File: src/rtl/atp_pkg.sv
// Shared definitions for the ATP responder: op codes, FSM states, the op request
// record and the power-on contents of the account table.
package atp_pkg;

    localparam int NUM_ACC = 4;
    localparam int BAL_W   = 12;
    localparam int IDX_W   = $clog2(NUM_ACC);

    localparam logic [2:0] OP_BILL_PAYMENT   = 3'b010;
    localparam logic [2:0] OP_CHARGES        = 3'b011;
    localparam logic [2:0] OP_PAYMENT_METHOD = 3'b100;
    localparam logic [2:0] OP_OLD_BALANCE    = 3'b101;
    localparam logic [2:0] OP_TRANSACTION    = 3'b110;
    localparam logic [2:0] OP_RECEIPT        = 3'b111;

    localparam logic METHOD_CASH   = 1'b0;
    localparam logic METHOD_CHEQUE = 1'b1;

    typedef enum logic [2:0] {
        ST_IDLE, ST_LOOKUP, ST_AUTH, ST_SESSION, ST_EXEC, ST_LOCKED
    } state_t;

    typedef struct packed {
        logic [2:0]  op;
        logic [10:0] amount;
        logic [11:0] dest;
    } op_req_t;

    // Entry 0 sits in the least significant slice.
    localparam logic [NUM_ACC-1:0][11:0]      INIT_PHONE = {12'd4321, 12'd1234, 12'd2816, 12'd2178};
    localparam logic [NUM_ACC-1:0][3:0]       INIT_PIN   = {4'b1111, 4'b0001, 4'b0110, 4'b0100};
    localparam logic [NUM_ACC-1:0][BAL_W-1:0] INIT_BAL   = {12'd4000, 12'd0, 12'd500, 12'd2000};
    localparam logic [NUM_ACC-1:0][BAL_W-1:0] INIT_DUE   = {12'd0, 12'd50, 12'd120, 12'd300};

endpackage

File: src/rtl/atp_account_lookup.sv
// Combinational phone-number match over the fixed account directory.
module atp_account_lookup
    import atp_pkg::*;
(
    input  logic [11:0]      phone,
    output logic             hit,
    output logic [IDX_W-1:0] idx
);

    // Descending scan so the lowest matching entry wins.
    always_comb begin
        hit = 1'b0;
        idx = '0;
        for (int i = NUM_ACC - 1; i >= 0; i--) begin
            if (INIT_PHONE[i] == phone) begin
                hit = 1'b1;
                idx = IDX_W'(i);
            end
        end
    end

endmodule

File: src/rtl/atp_controller.sv
// ATP terminal responder: login/lockout FSM plus single-cycle execution of
// account operations against the on-chip balance/due table.
module atp_controller
    import atp_pkg::*;
#(
    parameter int CASH_LIMIT = 2000,
    parameter int MAX_TRIES  = 3
) (
    input  logic             clk,
    input  logic             rst,
    input  logic             exit,
    input  logic             login_valid,
    input  logic [11:0]      phone_number,
    input  logic [3:0]       pin,
    input  logic             op_valid,
    input  logic [2:0]       op,
    input  logic [10:0]      amount,
    input  logic [11:0]      dest_consumer,
    output logic             logged_in,
    output logic             locked,
    output logic             busy,
    output logic             done,
    output logic             error,
    output logic [BAL_W-1:0] charges
);

    localparam int FC_W = $clog2(MAX_TRIES + 1);

    state_t                          state;
    logic [11:0]                     phone_r;
    logic [3:0]                      pin_r;
    logic                            hit_r;
    logic [IDX_W-1:0]                hit_idx_r, self_r;
    logic [FC_W-1:0]                 fail_cnt;
    logic                            method;
    logic [BAL_W-1:0]                last_txn;
    op_req_t                         req;
    logic [NUM_ACC-1:0][BAL_W-1:0]   bal, due;

    logic             lu_hit, d_hit;
    logic [IDX_W-1:0] lu_idx, d_idx;

    atp_account_lookup u_login_lu (.phone(phone_r),  .hit(lu_hit), .idx(lu_idx));
    atp_account_lookup u_dest_lu  (.phone(req.dest), .hit(d_hit),  .idx(d_idx));

    logic [BAL_W-1:0] amt, s_bal, s_due, d_bal;
    logic [BAL_W:0]   d_sum;
    logic             cash_viol, ex_ok;

    // All checks compare before anything is subtracted, so no underflow path exists.
    always_comb begin
        amt       = BAL_W'(req.amount);
        s_bal     = bal[self_r];
        s_due     = due[self_r];
        d_bal     = bal[d_idx];
        d_sum     = {1'b0, d_bal} + {1'b0, amt};
        cash_viol = (method == METHOD_CASH) && (amt > BAL_W'(CASH_LIMIT));
        ex_ok     = 1'b0;
        case (req.op)
            OP_BILL_PAYMENT: ex_ok = (amt <= s_bal) && (amt <= s_due) && !cash_viol;
            OP_TRANSACTION:  ex_ok = d_hit && (d_idx != self_r) && (amt <= s_bal)
                                     && !cash_viol && !d_sum[BAL_W];
            OP_CHARGES, OP_PAYMENT_METHOD,
            OP_OLD_BALANCE, OP_RECEIPT: ex_ok = 1'b1;
            default:         ex_ok = 1'b0;
        endcase
    end

    always_ff @(posedge clk) begin
        if (rst) begin
            state     <= ST_IDLE;
            logged_in <= 1'b0;
            locked    <= 1'b0;
            busy      <= 1'b0;
            done      <= 1'b0;
            error     <= 1'b0;
            charges   <= '0;
            phone_r   <= '0;
            pin_r     <= '0;
            hit_r     <= 1'b0;
            hit_idx_r <= '0;
            self_r    <= '0;
            fail_cnt  <= '0;
            method    <= METHOD_CASH;
            last_txn  <= '0;
            req       <= '0;
            bal       <= INIT_BAL;
            due       <= INIT_DUE;
        end else begin
            done  <= 1'b0;
            error <= 1'b0;
            // EXEC handles exit itself so the pending operation still commits.
            if (exit && state != ST_EXEC) begin
                state     <= ST_IDLE;
                logged_in <= 1'b0;
                locked    <= 1'b0;
                busy      <= 1'b0;
                method    <= METHOD_CASH;
                if (state == ST_LOCKED) fail_cnt <= '0;
            end else begin
                case (state)
                    ST_IDLE: begin
                        if (login_valid) begin
                            phone_r <= phone_number;
                            pin_r   <= pin;
                            busy    <= 1'b1;
                            state   <= ST_LOOKUP;
                        end else if (op_valid) begin
                            error <= 1'b1;
                        end
                    end
                    ST_LOOKUP: begin
                        hit_r     <= lu_hit;
                        hit_idx_r <= lu_idx;
                        state     <= ST_AUTH;
                    end
                    ST_AUTH: begin
                        busy <= 1'b0;
                        if (hit_r && pin_r == INIT_PIN[hit_idx_r]) begin
                            self_r    <= hit_idx_r;
                            logged_in <= 1'b1;
                            done      <= 1'b1;
                            fail_cnt  <= '0;
                            state     <= ST_SESSION;
                        end else begin
                            error    <= 1'b1;
                            fail_cnt <= fail_cnt + 1'b1;
                            if (fail_cnt == FC_W'(MAX_TRIES - 1)) begin
                                locked <= 1'b1;
                                state  <= ST_LOCKED;
                            end else begin
                                state  <= ST_IDLE;
                            end
                        end
                    end
                    ST_SESSION: begin
                        if (op_valid) begin
                            req   <= {op, amount, dest_consumer};
                            busy  <= 1'b1;
                            state <= ST_EXEC;
                        end
                    end
                    ST_EXEC: begin
                        busy  <= 1'b0;
                        done  <= ex_ok;
                        error <= !ex_ok;
                        if (ex_ok) begin
                            case (req.op)
                                OP_BILL_PAYMENT: begin
                                    bal[self_r] <= s_bal - amt;
                                    due[self_r] <= s_due - amt;
                                    last_txn    <= amt;
                                    charges     <= s_due - amt;
                                end
                                OP_TRANSACTION: begin
                                    bal[self_r] <= s_bal - amt;
                                    bal[d_idx]  <= d_sum[BAL_W-1:0];
                                    last_txn    <= amt;
                                    charges     <= s_bal - amt;
                                end
                                OP_CHARGES:        charges <= s_due;
                                OP_OLD_BALANCE:    charges <= s_bal;
                                OP_RECEIPT:        charges <= last_txn;
                                OP_PAYMENT_METHOD: method  <= req.amount[0];
                                default: ;
                            endcase
                        end
                        if (exit) begin
                            logged_in <= 1'b0;
                            method    <= METHOD_CASH;
                            state     <= ST_IDLE;
                        end else begin
                            state     <= ST_SESSION;
                        end
                    end
                    ST_LOCKED: begin
                        if (login_valid || op_valid) error <= 1'b1;
                    end
                    default: state <= ST_IDLE;
                endcase
            end
        end
    end

endmodule

File: config.mk
export PLATFORM = sky130hd
export DESIGN_NAME = atp_controller
export DESIGN_NICKNAME = d
export VERILOG_FILES = /design/src/rtl/atp_pkg.sv /design/src/rtl/atp_account_lookup.sv /design/src/rtl/atp_controller.sv
export SDC_FILE = /design/constraint.sdc
export NUM_CORES = 1
export LEC_CHECK = 0
export ABC_AREA = 1
export BUFFER_PORTS_ARGS = -buffer_cell sky130_fd_sc_hd__buf_4
export CAP_MARGIN = 5
export CORE_AREA = 2 2 170 172
export DETAILED_ROUTE_END_ITERATION = 10
export DIE_AREA = 0 0 172 174
export PLACE_DENSITY = 0.55
export SETUP_SLACK_MARGIN = 0.1
export SLEW_MARGIN = 20
export SYNTH_ARGS = -nofsm -noshare
export SYNTH_HDL_FRONTEND = slang
export SYNTH_SLANG_ARGS = --single-unit
File: constraint.sdc
create_clock -name clk -period 3.5 [get_ports clk]
set_clock_uncertainty 0.05 [all_clocks]
set_input_delay 0.35 -clock clk [delete_from_list [all_inputs] [get_ports clk]]
set_output_delay 0.35 -clock clk [all_outputs]
set_load 0.02 [all_outputs]
==> impl_metrics.ini <==
[run_status]
status = complete, no violations

[cts]
cts-hold-fix-buffers = 0
clock_sinks = 177
cts_buffer_depth = 2
clock_latency_ns = 0.45
clk_pin_slew_ns = 0.07
htreeDepth = 4
tritoncts = built
cts_buffers = 17
cts_root_buf = clkbuf_16

[floorplanning]
start_util_pct = 39.3
coreArea_um2 = 28200
dieArea_um2 = 29900
chipHeight_um = 174
rows = 62
boundaryPins = 64
die_w_um = 172

[critical_path]
worst-path-max-fanout = 14
start_kind = flip-flop
worst-endpoint-arrival_ns = 3.76
critPathLaunch = self_r[1]$_SDFFE_PP0P_
crit_path_end_kind = flip-flop
r2r-start = self_r[1]$_SDFFE_PP0P_
required_ns = 3.79
worstSetupPathType = flip-flop to flip-flop

[global_routing]
grt_pass1_vias = 11167
antenna_found_initial = 0
grt_max_degree = 73
track_usage_pct = 26.9
grt_first_pass_wirelength_mm = 62.2
grt.overflow.total = 0

[sta]
hold_viol = 0
finalSetupTns_ns = 0
finalSetupViolCount = 0
period_needed_ns = 3.47
worst_pin_slew_ns = 0.774
worst_hold_slack_ns = 0.0683
rsz0062_at_grt = yes
layout_worst_path_cycle_share_pct = 99.3
drv_slew = 0
max-slew-margin-rel_pct = 48.4
maxClockFrequency_mhz = 288
setup_slack_ns = 0.0258

[detailed_routing]
wl_per_cell_um = 18.1
vias_per_cell = 5.35
drc = 0
firstDrtPassIters = 5
via_count = 12263
drt_wl_total_mm = 41.6
drtIter0Drc = 1095
ant_nets = 0

[synthesis]
synth.net_count = 1802
synth_area_leaders = dfxtp_1 32%, nand2_1 14%, nor2_1 7.7%
syn_area_per_cell_um2 = 6.45
synth-edff-count = 0
yosysSeqAreaShare_pct = 32.0
synthArstFlopShare_pct = 0
yosys_register_bits = 177
mappedNetlistArea_um2 = 11100
yosysUniqueCellTypes = 51
synth.top_cells.by_count = 424 x nand2_1, 227 x nor2_1, 177 x dfxtp_1, 172 x inv_1, 123 x o21ai_0
yosysTopAreaCellShare_pct = 32.0
synth_most_common_cell = nand2_1
yosys_warnings = 0
synth-main-ff-cell = dfxtp_1
synth_area_leader_cell = dfxtp_1
synth_cells = 1718

[final_layout]
final_util_pct = 52.2
final_area_um2 = 14700
fin_nets = 1981
fin_cells = 2292
seqCellArea_um2 = 3590
multi_input_area_um2 = 7140
insertedDiodeCount = 0
fillers = 2902
syn_to_final_growth_pct = 33.0
drive_gt1_share_pct = 25.2

[hold_path]
hp-start = pin[3]
hold_path.class = input port to flip-flop

[power]
p_leak_nw = 6.38
power_density_nw_per_um2 = 278
power_mw = 4.11
vdd_drop_max_v = 0.000254

[placement]
routabilityCongestion = 0.953
placed_area_um2 = 12700
dp_cells = 2199
port_buffers = 63
pre_cts_ws_ns = -0.0749
hpwl_mm = 28.2

[job]
cap_violations = 0
-- state kept, by name (all words and copies together) (netlist names) --
signal and flops:
bal 48, due 48, req 15, charges 12, phone_r 12, amt 11, last_txn 11, pin_r 4
state 3, fail_cnt 2, hit_idx_r 2, self_r 2, busy 1, done 1, error 1, hit_r 1
locked 1, logged_in 1, method 1
-- cell usage in the layout (no fill, tap or decap), types with 7 or more instances in the layout --
master     synthesis  layout
a22oi_1           30      25
a21oi_1          116      99
o21bai_1           8       8
and2_1             7       7
xnor2_1            8       8
nor4_1            31      31
inv_2             16      20
a21oi_2            0      16
xor2_1            19      18
nand2_2            6      55
o221ai_1          13       7
buf_6              3      15
o21ai_0          123     115
buf_4              3     195
nor2_2             7      18
nand3_2            1       7
nand4_1           12      12
o22ai_1           10       9
nand3_1           92      85
nand2_1          424     359
o211ai_1          29      29
buf_12             0      15
dfxtp_1          177     163
nand2_4            0      16
inv_1            172     162
nor3_1            13      10
ha_1              34      26
nor2_1           227     210
dfxtp_4            0      11
clkbuf_16          0      27
o21ai_1            7      11
nor2_4             4      10
-- where the power goes --
part	switching, mW	internal [mW]
registers	0.00980	2.02
clock network	0.905	1.00
logic	0.105	0.0667
-- worst max-delay path: stages (launching register included) --
cell	delay (ns)
dfxtp_4	0.38
inv_2	0.07
nand2_2	0.10
inv_4	0.07
buf_12	0.16
a22oi_2	0.12
o211ai_1	0.22
ha_1	0.40
nand2_2	0.08
buf_4	0.13
nor2_1	0.08
nand3b_1	0.08
nand4_1	0.17
a21oi_1	0.10
nor2_2	0.14
nand4_4	0.13
nand3_4	0.14
buf_4	0.13
nand3_4	0.10
clkbuf_16	0.19
nand2_1	0.06
o21ai_0	0.10
and2_1	0.15
-- cell type report --
class                   instances  area share [%]
multi-input cells            1274            48.4
inverters                     188            4.90
flip-flops and latches        177            24.3
repair buffers                239            15.4
clock inverters                11           0.704
clock buffers                  19            3.00
well taps                     384            3.26
-- kinds of logic after synthesis --
logic type,Yosys count,share of synthesized area [%]
adder cells (fa/ha/maj),37,4.38
flip-flops,177,32.0
buffers and inverters,267,9.56
AND/OR/NAND/NOR,841,32.4
XOR/XNOR,27,2.13
AO/OA/AOI/OAI,369,19.6
-- path summary, 6_finish.rpt --
kind	endpoint	slack, ns	cells after the start
hold reg to reg	locked$_SDFFE_PP0P_	0.41	2
setup reg to reg	charges[8]$_SDFFE_PP0P_	0.03	22
hold / removal	pin_r[3]$_SDFFE_PP0P_	0.07	3
setup / recovery	charges[8]$_SDFFE_PP0P_	0.03	22
-- metal layers --
layer / part of all wire, % / vias to the layer above / track usage (%) / routed length (µm)
li1: - / 6060 / - / -
met3: 5.8 / 97 / 3.98 / 2410
met2: 46 / 394 / 43.2 / 19300
met5: 0 / - / 0 / 0
met4: 3.5 / 0 / 10.6 / 1460
met1: 44 / 5712 / 36.1 / 18400
-- timing repair --
item                       in CTS  in global routing
setup endpoints to repair     119                120
pin swaps                      11                 91
gates resized for setup        40                193
cloned                          2                 11
buffers inserted               24                 26
No activity file was read; power rests on OpenSTA's default activity.
